File: config.mk
export PLATFORM = sky130hd
export DESIGN_NAME = de_selector_rr_flat
export DESIGN_NICKNAME = d
export VERILOG_FILES = /design/src/rtl/de_selector_rr_pkg.sv /design/src/rtl/de_selector_rr_if.sv /design/src/rtl/de_selector_rr_rr_pointer.sv /design/src/rtl/de_selector_rr.sv /design/src/flat_wrapper.sv
export SDC_FILE = /design/constraint.sdc
export NUM_CORES = 1
export LEC_CHECK = 0
export ABC_AREA = 1
export CORE_UTILIZATION = 37
export DETAILED_ROUTE_END_ITERATION = 10
export PLACE_DENSITY = 0.76
export RECOVER_POWER = 25
export REMOVE_ABC_BUFFERS = 1
export SETUP_SLACK_MARGIN = 0.4
export SLEW_MARGIN = 20
export SYNTH_ARGS = -nofsm -noshare
export SYNTH_HDL_FRONTEND = slang
export SYNTH_HIERARCHICAL = 1
export SYNTH_SLANG_ARGS = --single-unit
File: constraint.sdc
create_clock -name iClk -period 1.71 [get_ports iClk]
set_clock_uncertainty 0.15 [all_clocks]
set_input_delay 0.2565 -clock iClk [delete_from_list [all_inputs] [get_ports iClk]]
set_output_delay 0.2565 -clock iClk [all_outputs]
set_load 0.03 [all_outputs]
File: src/rtl/de_selector_rr_pkg.sv
// Shared definitions for the registered 1-to-N demux with round-robin distribution.
package de_selector_rr_pkg;

    typedef enum logic {
        MODE_ADDR = 1'b0,
        MODE_RR   = 1'b1
    } mode_e;

    localparam int N_CH_DEF = 4;
    localparam int DW_DEF   = 8;

    // Widest channel count the onehot helper supports; callers truncate to N_CH.
    localparam int MAX_CH = 32;

    function automatic logic [MAX_CH-1:0] onehot(input int unsigned idx);
        logic [MAX_CH-1:0] vec;
        vec = '0;
        if (idx < MAX_CH) begin
            vec[idx] = 1'b1;
        end
        return vec;
    endfunction

endpackage

File: src/rtl/de_selector_rr_if.sv
// Producer-side and consumer-side handshake bundle of the demux.
interface de_selector_rr_if #(
    parameter int N_CH = 4,
    parameter int DW   = 8
);
    localparam int SW = $clog2(N_CH);

    logic            iMode;
    logic [SW-1:0]   iSel;
    logic [DW-1:0]   iData;
    logic            iValid;
    logic            oReady;
    logic [DW-1:0]   oData;
    logic [N_CH-1:0] oValid;
    logic [N_CH-1:0] iReady;
    logic [SW-1:0]   oPtr;
    logic            oErr;

    modport master (
        output iMode, iSel, iData, iValid, iReady,
        input  oReady, oData, oValid, oPtr, oErr
    );

    modport slave (
        input  iMode, iSel, iData, iValid, iReady,
        output oReady, oData, oValid, oPtr, oErr
    );
endinterface

File: src/rtl/de_selector_rr_rr_pointer.sv
// Modulo-N wrap counter with enable; reusable as an arbiter pointer.
module rr_pointer #(
    parameter int N  = 4,
    parameter int SW = $clog2(N)
) (
    input  logic          iClk,
    input  logic          iRst_n,
    input  logic          iEn,
    output logic [SW-1:0] oPtr
);

    logic [SW-1:0] ptr;

    always_ff @(posedge iClk or negedge iRst_n) begin
        if (!iRst_n) begin
            ptr <= '0;
        end else if (iEn) begin
            ptr <= (ptr == SW'(N - 1)) ? '0 : ptr + 1'b1;
        end
    end

    assign oPtr = ptr;

endmodule

File: src/rtl/de_selector_rr.sv
// Registered 1-to-N demux: one holding register, addressed or round-robin routing.
module de_selector_rr
    import de_selector_rr_pkg::*;
#(
    parameter int N_CH = N_CH_DEF,
    parameter int DW   = DW_DEF
) (
    input  logic           iClk,
    input  logic           iRst_n,
    de_selector_rr_if.slave bus
);

    localparam int SW = $clog2(N_CH);

    logic            full;
    logic [SW-1:0]   dest;
    logic [DW-1:0]   dataReg;
    logic            errReg;
    logic [SW-1:0]   ptr;
    logic            destReady;
    logic            acc;
    logic            drn;
    logic            selLegal;
    logic            rrMode;
    logic [SW-1:0]   newDest;

    // Only the destination consumer's ready matters; dest is always a legal channel.
    assign destReady = bus.iReady[dest];
    assign rrMode    = (bus.iMode == MODE_RR);
    assign selLegal  = rrMode || (int'(bus.iSel) < N_CH);
    assign newDest   = rrMode ? ptr : bus.iSel;

    assign bus.oReady = !full || destReady;
    assign acc        = bus.iValid && bus.oReady;
    assign drn        = full && destReady;

    rr_pointer #(.N(N_CH), .SW(SW)) uPtr (
        .iClk   (iClk),
        .iRst_n (iRst_n),
        .iEn    (acc && rrMode),
        .oPtr   (ptr)
    );

    // A legal accept reloads even while draining; an illegal one only drops the word.
    always_ff @(posedge iClk or negedge iRst_n) begin
        if (!iRst_n) begin
            full    <= 1'b0;
            dest    <= '0;
            dataReg <= '0;
            errReg  <= 1'b0;
        end else begin
            errReg <= acc && !selLegal;
            if (acc && selLegal) begin
                dataReg <= bus.iData;
                dest    <= newDest;
                full    <= 1'b1;
            end else if (drn) begin
                full <= 1'b0;
            end
        end
    end

    assign bus.oData  = dataReg;
    assign bus.oValid = full ? N_CH'(onehot(int'(dest))) : '0;
    assign bus.oPtr   = ptr;
    assign bus.oErr   = errReg;

endmodule

File: src/flat_wrapper.sv
// flat-port wrapper written by rule: the top's interface ports become plain ports
module de_selector_rr_flat import de_selector_rr_pkg::*;
#(
    parameter int N_CH = N_CH_DEF,
    parameter int DW   = DW_DEF
)
  (iClk, iRst_n, bus_iMode, bus_iSel, bus_iData, bus_iValid, bus_iReady, bus_oReady, bus_oData, bus_oValid, bus_oPtr, bus_oErr);
  de_selector_rr_if #(.N_CH(N_CH), .DW(DW)) bus_i ();
  input  logic iClk;
  input  logic iRst_n;
  input wire logic [$bits(bus_i.iMode)-1:0] bus_iMode;
  input wire logic [$bits(bus_i.iSel)-1:0] bus_iSel;
  input wire logic [$bits(bus_i.iData)-1:0] bus_iData;
  input wire logic [$bits(bus_i.iValid)-1:0] bus_iValid;
  input wire logic [$bits(bus_i.iReady)-1:0] bus_iReady;
  output wire logic [$bits(bus_i.oReady)-1:0] bus_oReady;
  output wire logic [$bits(bus_i.oData)-1:0] bus_oData;
  output wire logic [$bits(bus_i.oValid)-1:0] bus_oValid;
  output wire logic [$bits(bus_i.oPtr)-1:0] bus_oPtr;
  output wire logic [$bits(bus_i.oErr)-1:0] bus_oErr;
  assign bus_i.iMode = bus_iMode;
  assign bus_i.iSel = bus_iSel;
  assign bus_i.iData = bus_iData;
  assign bus_i.iValid = bus_iValid;
  assign bus_i.iReady = bus_iReady;
  assign bus_oReady = bus_i.oReady;
  assign bus_oData = bus_i.oData;
  assign bus_oValid = bus_i.oValid;
  assign bus_oPtr = bus_i.oPtr;
  assign bus_oErr = bus_i.oErr;
  de_selector_rr #(.N_CH(N_CH), .DW(DW)) u_core (.iClk(iClk), .iRst_n(iRst_n), .bus(bus_i));
endmodule
Word level (Yosys, flattened, before mapping)
Index checks and enable logic that the tools add are counted.
{"block": "word_totals", "ff_bits": 13, "out_inout_bits": 16, "word_cells": 25}
{"block": "classes", "addsub": 1, "mux": 9, "n_eq_ne": 1, "n_reduce_logical": 7, "n_lt_le_gt_ge": 3}
{"cell": "$lt A2 B6 Y1 const B", "count": 1}
{"cell": "$logic_and A1 B1 Y1", "count": 4}
{"cell": "$mux W1", "count": 4}
{"cell": "$mux W2", "count": 2}
{"cell": "$mux W4", "count": 1}
{"cell": "$lt A2 B3 Y1 const B", "count": 1}
{"cell": "$add A2 B1 Y2 const B", "count": 1}
{"cell": "$bmux W1 S2", "count": 1}
{"cell": "$demux W1 S2", "count": 1}
{"cell": "$eq A2 B2 Y1 const B", "count": 1}
{"cell": "$ge A2 B1 Y1 const B", "count": 1}
{"cell": "$reduce_bool A2 Y1", "count": 1}
{"cell": "$logic_not A1 Y1", "count": 1}
{"cell": "$logic_or A1 B1 Y1", "count": 1}

Logic depth before layout (Yosys ltp)
{"block": "logic_depth", "word_depth": 5, "mapped_depth": 11, "ltp_nobuf": 10}

Modules after synthesis
Netlist, hierarchy kept.
{"module": "de_selector_rr", "area_per_inst_um2": 543.0, "cells_each": 72, "seq_area_each_um2": 275.3, "n_inst": 1}
{"module": "rr_pointer", "area_per_inst_um2": 92.6, "cells_each": 11, "seq_area_each_um2": 50.0, "n_inst": 1}

Worst setup path after synthesis
Ideal clock, no wire load.
{"block": "synth_path", "path_type": "reg2out", "from": "register u_core.dest[1]", "to": "output bus_oValid[3]", "path_slack_ns": 0.167, "required_time_ns": 1.304, "path_stages_with_launch": 3, "t_arrival_ns": 1.136, "cell_sequence": "dfrtp_1 inv_1 nor3_1"}
{"block": "synth_between", "elab_chain_cells": 5}
{"element": "start, declared", "line_no": "de_selector_rr.sv:16", "rtl": "logic [SW-1:0] dest;"}
{"element": "start signal, assigned", "line_no": "de_selector_rr.sv:55", "rtl": "dest <= newDest;"}
{"element": "$lt A2 B6 Y1 (implied by the code) / $ge A2 B1 Y1 (equally long branches)", "line_no": "de_selector_rr_pkg.sv:19", "rtl": "vec[idx] = 1'b1;"}
{"element": "$logic_and A1 B1 Y1 (implied by the code)", "line_no": "de_selector_rr_pkg.sv:19"}
{"element": "$mux W1 (implied by the code)", "line_no": "de_selector_rr_pkg.sv:19"}
{"element": "$demux W1 S2 (*)"}
{"element": "$mux W4 (*)", "line_no": "de_selector_rr.sv:64", "rtl": "assign bus.oValid = full ? N_CH'(onehot(int'(dest))) : '0;"}
{"element": "end, declared", "line_no": "flat_wrapper.sv:18", "rtl": "output wire logic [$bits(bus_i.oValid)-1:0] bus_oValid;"}
Mark *: on every way between the ends. The rest lies on a longest branch, timed or not.

Worst setup path in the final report
{"block": "layout_path", "from": "register u_core.dest[0]", "to": "output bus_oReady"}
{"block": "layout_between", "elab_chain_cells": 3}
{"element": "$bmux W1 S2", "line_no": "de_selector_rr.sv:28", "rtl": "assign destReady = bus.iReady[dest];"}
{"element": "$mux W1 (implied by the code)", "line_no": "de_selector_rr.sv:28"}
{"element": "$logic_or A1 B1 Y1", "line_no": "de_selector_rr.sv:33", "rtl": "assign bus.oReady = !full || destReady;"}
{"element": "end, declared", "line_no": "flat_wrapper.sv:16", "rtl": "output wire logic [$bits(bus_i.oReady)-1:0] bus_oReady;"}
Every way passes these cells. The select of a mux whose other input is x is not followed.

==> key figures <==
Outcome
  – Status: finished with violations
  – Failing checks: DRC

Setup path
  – Reg2reg start: u_core/dest[0]$_DFFE_PN0P_
  – Worst r2r path cells: 12
  – Crit path cell chain: inv_2 > buf_6 > nand2_2 > nand2_1 > nand2_1 > nand3_2 > buf_6
  – Crit Reg-Reg Endpoint: u_core/uPtr/oPtr[0]$_DFFE_PN0P_
  – Slowest stage cell on the critical path: dfrtp_2
  – Reg2reg setup slack: 0.14 ns
  – Critical path class: flop to output port
  – Crit path DAT: 1.26 ns
  – WP buf/inv: 3
  – Startpoint Class: flop
  – Crit. End Element: output port
  – Crit path max-delay family: flip-flops
  – Critical Path RT: approximately 1.3 ns
  – Crit-path max cell delay: 0.44 ns
  – Critical Path Fanout Max: 4

Power
  – Max rail drop VDD: 1445 uV
  – Power Density: 1938 mW/mm^2
  – Lkg Pwr: 0.5923 nW

Clock network
  – Clk pin slew, worst setup/hold paths: 0.08 ns
  – Clock Tree Root: clkbuf_4
  – CTS tree: built
  – Bufs on Longest Clock Path: 2
  – Clock Latency Late Sink: 0.28 ns
  – H-tree levels: 1
  – CTS Buf Count: 3
  – Clk sink count: 13

Synth
  – Cell area after synthesis: around 640 um^2
  – Post-Synthesis Cells: 83
  – Yosys top cell by area: dfrtp_1
  – Warnings from Yosys: 6
  – Post-Synthesis Mean Instance Area: 7.658 um^2
  – Top-count cell post-synth: nand2_1
  – FFs w/ async S/R, synth: 1.000
  – Primary FF master, synth: dfrtp_1
  – Top cells by count, synth: nand2_1, dfrtp_1, nand3_1
  – Post-synth EDFFs: 0
  – Register bit total from synthesis: 13
  – Area share of the largest cell type after synthesis: 0.5118
  – Post-synthesis sequential area ratio: 0.5118
  – Top cells by area, synth: dfrtp_1, nand2_1, nand3_1
  – Synth cell types: 15

Floorplan
  – DIE HEIGHT: around 43 um
  – IO Count: 34
  – Core Box Area: 0.001559 mm^2
  – Initial Util: 0.4077
  – Die ar.: ~0.0019 mm^2
  – Row Count: 14
  – Chip width: 43.45 um

Timing
  – Final Cycle Share: 0.9770
  – Setup violators final: 0
  – Worst slew pin tran: between 0.5 and 0.6 ns
  – Fmax: 0.5985 GHz
  – Relative slew slack: 0.6186
  – Final Hold Fails: 0
  – Worst setup margin: 0.03929 ns
  – Hold Slack: 0.2570 ns
  – Max Slew Vio Count: 0
  – Unrepaired setup endpoints after global routing: yes
  – Crit path time final: 1.671 ns

Detailed routing
  – Drt via density: approximately 4.7
  – Post-Route WL: between 1.5 and 2 mm
  – Number of remaining DRC errors: 4
  – Drt initial violations: 9
  – Pre-antenna DRT Iters: 7
  – Wire per inst: 11.41 um
  – Final ANT Viol Nets: 0
  – Vias: 685

Place
  – GPL Wtd Cong: 0.7046
  – Port Buffer Count: 32
  – Placement Cell Area: 988.4 um^2
  – HPWL after detailed placement: 1.124 mm
  – Dpl ws: -0.02830 ns
  – DP Cell Count: about 130

Finish
  – Layout Nets: 150
  – N_diodes: 0
  – Final core utilization: 0.7103
  – Design area: 0.001107 mm^2
  – Share of layout cells above drive strength 1: 0.3692
  – Post-route insts no fill: 146
  – Area Overhead vs Synth: 74.21%

Global routing
  – Vias in the first global route: 648
  – Total track usage: 0.2007
  – Largest net degree at the start of global routing: 14
  – Global-route wire length before repair: 2.746 mm
  – Initial antenna violation count: 0
  – Total grt overflow: 0

Job
  – Max-Cap Viols: 0

Worst hold path
  – Hold WC Path Type: input port to asynchronous set/reset pin
## kinds of logic (layout without fill, tap and decap cells)
kind of cell / after synthesis / after routing / share of synthesized area
other cells: 1 / 1 / 0.005900
simple gates: 59 / 59 / 0.3898
buf+inv: 9 / 56 / 0.07283
fa+ha+maj: 1 / 1 / 0.01968
flops: 13 / 13 / 0.5118
## worst max-delay path by stage
stage / start / depth (start not counted) / slack (ns) / end
final: u_core/dest[0]$_DFFE_PN0P_ / 7 / 0.04 / bus_oReady
after global routing: u_core/dest[0]$_DFFE_PN0P_ / 7 / -0.04 / bus_oReady
after CTS: u_core/dest[0]$_DFFE_PN0P_ / 7 / 0.04 / bus_oReady
after detailed placement: u_core/dest[0]$_DFFE_PN0P_ / 2 / -0.03 / bus_oValid[2]
after global placement: u_core/dest[0]$_DFFE_PN0P_ / 2 / 0.03 / bus_oValid[2]
after floorplan: u_core/dest[0]$_DFFE_PN0P_ / 10 / 0.02 / u_core/uPtr/oPtr[0]$_DFFE_PN0P_
## power by group
part | internal (W) | switching (W) | leakage [nW] | total, W
registers | 0.000458 | 0.000101 | 0.159 | 0.000560
clock network | 0.0000905 | 0.000104 | 0.0150 | 0.000194
logic | 0.000588 | 0.000805 | 0.419 | 0.00139
total | 0.00114 | 0.00101 | 0.592 | 0.00215
## sequential cells by signal, indices dropped and copies added (netlist names)
register          cells
u_core/uPtr/oPtr      2
u_core/dest           2
u_core/full           1
u_core/bus.oData      8
## placed cells by master, fill, tap and decap left out
cell type        instances
nand2_1                 36
clkdlybuf4s50_1         16
buf_4                   14
dfrtp_1                 12
nand3_1                 10
buf_6                    8
buf_2                    8
nand2_2                  5
clkbuf_4                 3
inv_2                    3
inv_1                    2
nor3_2                   2
clkbuf_1                 1
dlygate4sd3_1            1
nor3_4                   1
nor3_1                   1
nand3_2                  1
nand2_4                  1
nor2_4                   1
conb_1                   1
dfrtp_2                  1
nor2_1                   1
ha_1                     1
## per-layer routing
layer	GRT usage	wire length [um]	share of wire	up-vias
met1	0.2207	686	0.41	311
met2	0.3576	867	0.52	19
met5	0	0	0	-
li1	-	-	-	351
met4	0.1125	38	0.023	0
met3	0.04167	73	0.044	4
## repair_timing
| action | 4_1_cts | 5_1_grt |
|---|---|---|
| gates cloned | 1 | 0 |
| buffers inserted | 3 | 5 |
| pin swaps | 2 | 3 |
| hold buffers | 0 | 0 |
| endpoints found under the setup margin | 28 | 20 |
| resized for setup | 82 | 16 |
## through the flow
stage	setup TNS, ns	power, W
2_1_floorplan	0	0.001217
3_3_place_gp	0	0.001728
3_5_place_dp	-0.03426	0.001757
4_1_cts	0	0.001983
5_1_grt	-0.03855	0.002292
6_report	0	0.002147
## cell type report
cell class	instances	area, um^2
repair buffers	47	405.4
flip-flops and latches	13	326.6
fillers	122	451.7
clock buffers	4	26.28
well taps	16	20.02
inverters	5	18.77
multi-input cells	61	310.3
(Power assumes the default switching activity.)
